==> config.mk <==
export PLATFORM = sky130hd
export DESIGN_NAME = ram_access_ctrl
export DESIGN_NICKNAME = d
export VERILOG_FILES = /design/src/rtl/ram_pkg.sv /design/src/rtl/ram_access_ctrl_extend.sv /design/src/rtl/ram_access_ctrl.sv
export SDC_FILE = /design/constraint.sdc
export NUM_CORES = 1
export LEC_CHECK = 0
export BUFFER_PORTS_ARGS = -buffer_cell sky130_fd_sc_hd__buf_2
export CAP_MARGIN = 20
export CORE_MARGIN = 2
export CORE_UTILIZATION = 50
export CTS_CLUSTER_SIZE = 10
export DETAILED_ROUTE_END_ITERATION = 7
export GPL_TIMING_DRIVEN = 0
export HOLD_SLACK_MARGIN = 0.08
export PLACE_DENSITY = 0.85
export SLEW_MARGIN = 25
export SYNTH_ARGS = -nofsm -noshare
export SYNTH_HDL_FRONTEND = slang
export SYNTH_SLANG_ARGS = --single-unit
==> constraint.sdc <==
create_clock -name clk -period 2.7 [get_ports clk]
set_input_delay 0.135 -clock clk [delete_from_list [all_inputs] [get_ports clk]]
set_output_delay 0.135 -clock clk [all_outputs]
set_load 0.03 [all_outputs]
==> src/rtl/ram_pkg.sv <==
// Encodings shared between the CPU-side access controller and the ram512x8 memory.
package ram_pkg;

  typedef enum logic [1:0] {
    MAS_BYTE    = 2'b00,
    MAS_HALF    = 2'b01,
    MAS_WORD    = 2'b10,
    MAS_ILLEGAL = 2'b11
  } mas_e;

  localparam logic RW_READ  = 1'b1;
  localparam logic RW_WRITE = 1'b0;

  typedef enum logic [1:0] {
    ST_IDLE   = 2'b00,
    ST_SETUP  = 2'b01,
    ST_ACCESS = 2'b10,
    ST_RESP   = 2'b11
  } state_e;

  localparam int unsigned TIMEOUT_DEFAULT = 16;

  // Natural alignment for the access size; MAS=11 is never legal.
  function automatic logic mas_aligned(input logic [1:0] size, input logic [1:0] a);
    logic ok;
    ok = 1'b0;
    case (mas_e'(size))
      MAS_BYTE: ok = 1'b1;
      MAS_HALF: ok = ~a[0];
      MAS_WORD: ok = (a == 2'b00);
      default:  ok = 1'b0;
    endcase
    return ok;
  endfunction

endpackage

==> src/rtl/ram_access_ctrl_extend.sv <==
// Load data extension: zero- or sign-extends right-justified byte/half RAM read data.
module ram_load_extend
  import ram_pkg::*;
(
  input  logic [1:0]  size,
  input  logic        is_signed,
  input  logic [31:0] d,
  output logic [31:0] extended
);

  always_comb begin
    extended = d;
    case (mas_e'(size))
      MAS_BYTE: extended = is_signed ? {{24{d[7]}}, d[7:0]} : {24'b0, d[7:0]};
      MAS_HALF: extended = is_signed ? {{16{d[15]}}, d[15:0]} : {16'b0, d[15:0]};
      default:  extended = d;
    endcase
  end

endmodule

==> src/rtl/ram_access_ctrl.sv <==
// CPU-side initiator for ram512x8: one load/store at a time, alignment check,
// registered RAM interface, done timeout and load extension.
module ram_access_ctrl
  import ram_pkg::*;
#(
  parameter int unsigned TIMEOUT = TIMEOUT_DEFAULT,
  parameter int unsigned AW      = 9
) (
  input  logic          clk,
  input  logic          reset,
  input  logic          req_valid,
  output logic          req_ready,
  input  logic          req_write,
  input  logic [1:0]    req_size,
  input  logic          req_signed,
  input  logic [AW-1:0] req_addr,
  input  logic [31:0]   req_wdata,
  output logic          resp_valid,
  output logic          resp_err,
  output logic [31:0]   resp_rdata,
  output logic          ram_enable,
  output logic          ram_rw,
  output logic [AW-1:0] ram_address,
  output logic [1:0]    ram_mas,
  output logic [1:0]    ram_a,
  output logic [31:0]   ram_wdata,
  input  logic [31:0]   ram_rdata,
  input  logic          ram_done
);

  localparam int unsigned CW = (TIMEOUT > 2) ? $clog2(TIMEOUT) : 1;

  state_e        state;
  state_e        next;
  logic [CW-1:0] cnt;
  logic          write_q;
  logic          signed_q;
  logic          req_legal;
  logic          done_seen;
  logic          at_limit;
  logic [31:0]   load_data;

  assign req_legal = mas_aligned(req_size, req_addr[1:0]);
  // done still reflects the previous access during the first ACCESS cycle.
  assign done_seen = ram_done && (cnt != '0);
  assign at_limit  = (cnt == CW'(TIMEOUT - 1));

  ram_load_extend u_extend (
    .size      (ram_mas),
    .is_signed (signed_q),
    .d         (ram_rdata),
    .extended  (load_data)
  );

  always_comb begin
    next       = state;
    req_ready  = 1'b0;
    resp_valid = 1'b0;
    case (state)
      ST_IDLE: begin
        req_ready = 1'b1;
        if (req_valid) next = req_legal ? ST_SETUP : ST_RESP;
      end
      ST_SETUP:  next = ST_ACCESS;
      ST_ACCESS: if (done_seen || at_limit) next = ST_RESP;
      ST_RESP: begin
        resp_valid = 1'b1;
        next       = ST_IDLE;
      end
      default: next = ST_IDLE;
    endcase
  end

  // RAM-side registers are only loaded while ram_enable is low.
  always_ff @(posedge clk) begin
    if (reset) begin
      state       <= ST_IDLE;
      cnt         <= '0;
      write_q     <= 1'b0;
      signed_q    <= 1'b0;
      resp_err    <= 1'b0;
      resp_rdata  <= '0;
      ram_enable  <= 1'b0;
      ram_rw      <= RW_READ;
      ram_address <= '0;
      ram_mas     <= '0;
      ram_a       <= '0;
      ram_wdata   <= '0;
    end else begin
      state <= next;
      case (state)
        ST_IDLE: begin
          if (req_valid) begin
            write_q    <= req_write;
            signed_q   <= req_signed;
            resp_err   <= ~req_legal;
            resp_rdata <= '0;
            if (req_legal) begin
              ram_address <= {req_addr[AW-1:2], 2'b00};
              ram_mas     <= req_size;
              ram_a       <= req_addr[1:0];
              ram_rw      <= req_write ? RW_WRITE : RW_READ;
              ram_wdata   <= req_wdata;
            end
          end
        end
        ST_SETUP: begin
          ram_enable <= 1'b1;
          cnt        <= '0;
        end
        ST_ACCESS: begin
          cnt <= cnt + CW'(1);
          if (done_seen) begin
            ram_enable <= 1'b0;
            resp_err   <= 1'b0;
            if (!write_q) resp_rdata <= load_data;
          end else if (at_limit) begin
            ram_enable <= 1'b0;
            resp_err   <= 1'b1;
          end
        end
        default: ;
      endcase
    end
  end

endmodule

==> results of run 1 <==
cell type report:
class | count | area, µm² | area share (%)
inverter | 6 | 22.5 | 0.429
clock inverter | 3 | 67.6 | 1.29
tap | 96 | 120 | 2.29
timing repair buffer | 217 | 1380 | 26.2
buffer | 38 | 216 | 4.12
sequential | 86 | 1720 | 32.8
multi-input combinational | 308 | 1570 | 30.0
clock buffer | 13 | 149 | 2.84
path summary, 6_finish.rpt:
kind / slack [ps] / to
setup reg to reg: 690 / resp_rdata[23]
hold / removal: 90 / resp_rdata[29]
hold reg to reg: 450 / resp_rdata[2]
setup / recovery: 690 / resp_rdata[23]
worst min-delay path: stages:
cell	delay, ps
buf_2	80
a211oi_1	70
nor3_1	110
cells in the mapped netlist, drive strengths merged:
| cell | instances | area, µm² |
|---|---|---|
| nand2 | 117 | 439 |
| dfxtp | 86 | 1720 |
| a21oi | 79 | 395 |
| buf | 22 | 156 |
| nor2 | 21 | 78.8 |
| a211oi | 18 | 163 |
| nor3 | 18 | 105 |
| clkbuf | 16 | 60.1 |
| nand3 | 14 | 70.1 |
| o21ai | 11 | 55.1 |
| inv | 6 | 22.5 |
| nand2b | 6 | 37.5 |
| ha | 5 | 62.6 |
| a211o | 2 | 26.3 |
| mux2i | 2 | 20.0 |
| o211ai | 2 | 15.0 |
| a21o | 1 | 7.51 |
| a221o | 1 | 10.0 |
| a221oi | 1 | 8.76 |
| and2 | 1 | 6.26 |
| and3 | 1 | 6.26 |
| and4bb | 1 | 12.5 |
| conb | 1 | 3.75 |
| nand4b | 1 | 8.76 |
| nand4bb | 1 | 11.3 |
| nor2b | 1 | 6.26 |
| o21ba | 1 | 10.0 |
| o21bai | 1 | 11.3 |
cell families after synthesis:
family,count (synthesis)
AOI/OAI and AO/OA,117
buffers and inverters,44
other,1
muxes,2
DFF,86
adders and majority gates,5
and+or+nand+nor,182
per-layer routing:
layer	part of all wire (%)	track usage (%)	vias to the layer above	wire, µm
met5	0	0	-	0
met4	1.8	10.3	0	205
met3	7.6	7.07	18	849
met2	51	52.8	176	5680
met1	40	32.4	1813	4400
li1	-	-	1917	-
timing repair:
action / in CTS / in global routing
endpoints found under the hold margin: 58 / 0
hold buffers: 58 / 0
gates resized for setup: 0 / 0
sequential cells by signal, summed over array words and instances, names as in the netlist:
register	count
ram_wdata	32
ram_a	2
resp_err	1
signed_q	1
state	2
write_q	1
ram_address	7
ram_enable	1
ram_rw	1
resp_rdata	32
cnt	4
ram_mas	2
report_power, final:
group          switching (mW)  internal [mW]
combinational            1.33          0.716
clock                   0.439          0.549
sequential              0.122           1.51
==> flow_summary.ini, run 1 <==
[clock_tree]
clock-sinks = 86
cts.htree.levels = 3
worstSkewPairLatency_ps = 340
cts_tree = yes
cts_max_path_buffers = 2
clockRootBuffer = clkbuf_8
cts_made_buffers = 9
post_cts_buffers = 0
clkTransAtPathRegs_ps = 90

[floorplan]
start_util_pct = 51.7
coreArea_mm2 = 0.00683
dieWidth_um = 88.0
dieArea_mm2 = 0.00775
boundaryPins = 163
dieHeight_um = 88.0
rows = 30

[synth]
synth_top_family_by_area = simple AND/OR/NAND/NOR gates
synth_compound_gate_area_share_pct = 19.9
yosysWarnings = 0
synthSimpleGateAreaFrac_pct = 22.1
synthXorXnorAreaFrac_pct = 0
ys_seq_area_share_pct = 48.8
yosys_register_bits = 86
synth_fa_ha_area_share_pct = 1.77
synth.distinct_cells = 35
synth_mux_area_share_pct = 0.567
syn_area_per_cell_um2 = 8.08
syn_area_mm2 = 0.00353
syn_inst = 437

[pwr]
p_leak_nw = 2.33
p_total_mw = 4.66
p_per_area_mw_per_mm2 = 889
vdd_ir_drop_max_mv = 0.407

[placement]
placed_area_mm2 = 0.00445
dp_cells = 693
io_buffers = 159
place_hpwl_mm = 7.17
pre_cts_ws_ps = 722
gp_congestion = 0.906

[min_path]
hold_class = input port to register
hp-start = ram_rdata[29]
hold_depth = 3

[setup_path]
worstPathRequired_ps = 2920
slowest_stage = a211o_4
crit_chain = inv_1 -> ha_1 -> buf_4 -> mux2i_1 -> a211o_4 -> buf_6 -> a211oi_1 -> nor3_1
worstPathMaxFanout = 10
crit_type = register to register
rr_worst_depth = 8
reg2reg_from = state[0]
crit_start = state[0]
cp.arrival_ps = 2220
startpoint_type = register
cp.depth = 8
critPathMaxStageDelay_ps = 390
cp-end-kind = register
crit_family = compound AO/OA/AOI/OAI gates
worst-path-buf-inv = 3

[cells_and_area]
antenna_cells = 0
layout-drive-gt1-share_pct = 29.8
final_cell_mix = buf_2 (164), nand2_1 (117), dfxtp_1 (86)
fin_area_mm2 = 0.00525
num-fill-cells = 504
area_growth_syn_to_layout_pct = 48.6
fin_cells = 767
final_common_cell = buf_2
final_util_pct = 76.8
layout.nets = 752

[drt]
drtIter0Drc = 201
drc = 0
drt_wl_total_mm = 11.1
wl_per_cell_um = 14.5
via_per_inst = 5.12
first_pass_iters = 6
via_count = 3924
ant_nets = 0

[sta]
worst_slack_ps = 694
maxSlewHeadroom_pct = 60.7
drv_slew = 0
min_period_over_period_pct = 74.3
fmax_mhz = 499
setup_tns_ps = 0
rsz0062_at_grt = false
finalHoldViolations = 0
clock_skew_ps = 12.3
period_minus_slack_ps = 2010
hold_ws_ps = 90.1
tightest_slew_ps = 589
setup_viol = 0

[grt]
grt_pass1_vias = 3768
grt_pass1_wl_mm = 17.5
grt_max_degree = 14
antenna_found_initial = 0
grt_overflow = 0
grtUsageTotal_pct = 28.8

[run_status]
status = finished, final reports clean

[run]
max_cap_viol_count = 0
No activity file was read; power rests on OpenSTA's default activity.
==> run 2: changes to the inputs <==
- ABC_AREA: default -> 1
- CORE_UTILIZATION: 50 -> 43
- PLACE_DENSITY: 0.85 -> 0.76
- clock period: 2.7 -> 1.7 ns (I/O delays scaled with it)
==> run 2 against run 1 <==
Wire length rose by 2.0%. Sequential share of layout area is 1.3 points lower. Clock-buffer cell count fell by 2. Register-to-register slack worse by 580 ps. Global-route usage fell by 4.9 points. Sequential power is 81% higher. Non-clock buffer count fell by 9. Clock skew fell by 4.8 ps. Cell area grew 4.4%. Critical endpoint is now resp_rdata[26]. Largest cell class unchanged. Highest routed layer unchanged.
==> flow_summary.ini, run 2 <==
[synth]
syn_area_mm2 = 0.00374
syn_area_per_cell_um2 = 6.88
synthTopCellsByCount = nor2_1 (166), nand2_1 (103), dfxtp_1 (86)
synth.distinct_cells = 26
yosys_register_bits = 86
synth_top_cell_by_area = dfxtp_1
async_flop_share_pct = 0
synth_area_leaders = dfxtp_1 (46%), nor2_1 (17%), nand2_1 (10%), o21ai_0 (7.8%), inv_1 (3.6%)
yosysMostFrequentCell = nor2_1
ys_seq_area_share_pct = 46.0
syn_inst = 544
synth_ff_type = dfxtp_1
yosysWarnings = 0
synth_edf_count = 0
synth_top_area_share_pct = 46.0

[sta]
rsz0062_at_grt = true
finalHoldViolations = 0
hold_ws_ps = 115
clock_skew_ps = 7.48
drv_slew = 0
worst_slack_ps = 115
fmax_mhz = 631
min_period_over_period_pct = 93.2
setup_viol = 0
period_minus_slack_ps = 1580

[cells_and_area]
layout.nets = 856
antenna_cells = 0
final_common_cell = buf_2
final_cell_mix = buf_2 (173), nor2_1 (163), nand2_1 (102)
area_growth_syn_to_layout_pct = 46.3
final_util_pct = 63.8
layout-drive-gt1-share_pct = 29.0
largest_registers = ram_wdata (32), resp_rdata (32), ram_address (7)

[clock_tree]
cts_made_buffers = 9
cts_tree = yes
clkTransAtPathRegs_ps = 90
cts_max_path_buffers = 2
clock-sinks = 86
clockRootBuffer = clkbuf_8
worstSkewPairLatency_ps = 350
cts.htree.levels = 3

[floorplan]
dieHeight_um = 97.3
dieArea_mm2 = 0.00947
dieWidth_um = 97.3
boundaryPins = 163
coreArea_mm2 = 0.00859
rows = 34
start_util_pct = 43.6

[grt]
grt_pass1_wl_mm = 18.7
grt_pass1_vias = 4172
grtUsageTotal_pct = 23.9
grt_overflow = 0
antenna_found_initial = 0
grt_max_degree = 15

[setup_path]
worstPathRequired_ps = 1950
cp.arrival_ps = 1830
r2r_end = resp_rdata[26]
rr_worst_depth = 9
reg2reg_from = state[0]
ff2ff_setup_slack_ps = 120
crit_start = state[0]
crit_type = register to register
endpoint = resp_rdata[26]
startpoint_type = register
cp-end-kind = register
worstPathMaxFanout = 10

[placement]
place_hpwl_mm = 7.70
pre_cts_ws_ps = 16.8
io_buffers = 160
gp_congestion = 0.786

[min_path]
hold_depth = 5
hold_class = input port to register

[pwr]
combPwrFrac_pct = 52.3
vdd_ir_drop_max_mv = 0.656
switching_power_mw = 4.41
clkPwrFrac_pct = 17.1
p_int_mw = 5.24
p_seq_share_pct = 30.6
sw_frac_of_total_pct = 45.7
p_per_area_mw_per_mm2 = 1760
p_leak_nw = 2.78

[drt]
drc = 0
via_per_inst = 4.70
drt_wl_total_mm = 11.4
first_pass_iters = 5
wl_per_cell_um = 12.9
drtIter0Drc = 120
via_count = 4146
ant_nets = 0

[run_status]
status = finished, final reports clean

[run]
max_cap_viol_count = 0
-- run 2: stage by stage --
| step | power, mW | instance area [µm²] | setup TNS, ps | cells |
|---|---|---|---|---|
| after global routing | 10.4 | 5480 | -8.97 | 883 |
| after global placement | 7.69 | 4680 | 0 | 813 |
| after CTS | 9.58 | 5440 | 0 | 881 |
| final | 9.66 | 5480 | 0 | 883 |
| after detailed placement | 7.83 | 4680 | 0 | 813 |
| after floorplan | 6.57 | 3750 | 0 | 545 |
-- run 2: final cells by class --
cell class	instances	area [µm²]
fillers	741	3110
plain buffers	32	204
clock buffers	11	151
inverters	41	158
multi-input cells	386	1690
well taps	108	135
flip-flops and latches	86	1720
clock inverters	5	81.3
repair buffers	214	1340
-- run 2: cells by family (layout without fill, tap and decap cells) --
logic type                 after synthesis  count (layout)  synth area share (%)
other                                    1               2                 0.100
DFF                                     86              86                  46.0
AOI/OAI and AO/OA                       87              87                  12.1
buffers and inverters                   73             303                  9.36
and+or+nand+nor                        292             292                  30.8
adders and majority gates                5               5                  1.67
-- run 2: repair_timing --
action / CTS / global route
hold buffers: 52 / 0
resized for setup: 0 / 29
setup endpoints to repair: 0 / 74
hold endpoints to repair: 54 / 0
buffers inserted: 0 / 2
-- run 2: power groups by stage --
stage | Combinational, mW | Clock, mW | Sequential [mW]
final | 5.05 | 1.65 | 2.95
after global routing | 5.61 | 1.76 | 3.03
after CTS | 4.95 | 1.68 | 2.95
after detailed placement | 4.84 | 0 | 2.99
after global placement | 4.73 | 0 | 2.96
after floorplan | 2.50 | 0 | 4.07
-- run 2: worst min-delay path by stage --
stage | start | endpoint | slack, ps
3_3_place_gp | reset | ram_a[0] | 300
2_1_floorplan | reset | ram_a[0] | 150
4_1_cts | ram_rdata[12] | resp_rdata[12] | 100
3_5_place_dp | reset | state[0] | 310
6_report | ram_rdata[12] | resp_rdata[12] | 120
5_1_grt | ram_rdata[8] | resp_rdata[8] | 150
-- run 2: layer usage --
layer  GRT usage (%)  share of wire (%)  vias to the layer above  wire length, µm
met5               0                  0                        -                0
met2            42.7                 48                      164             5510
met1            27.3                 41                     1826             4700
li1                -                  -                     2131                -
met4            9.08                2.3                        0              257
met3            6.33                7.9                       25              896
-- run 2: worst max-delay path, cell delays in order (launching register included) --
cell and delay, ps:
dfxtp_2 350, inv_1 60, ha_2 200, inv_2 80, nand2_2 80, a21boi_4 230
nand2_4 120, buf_4 200, nor2_1 110, nor2_1 50
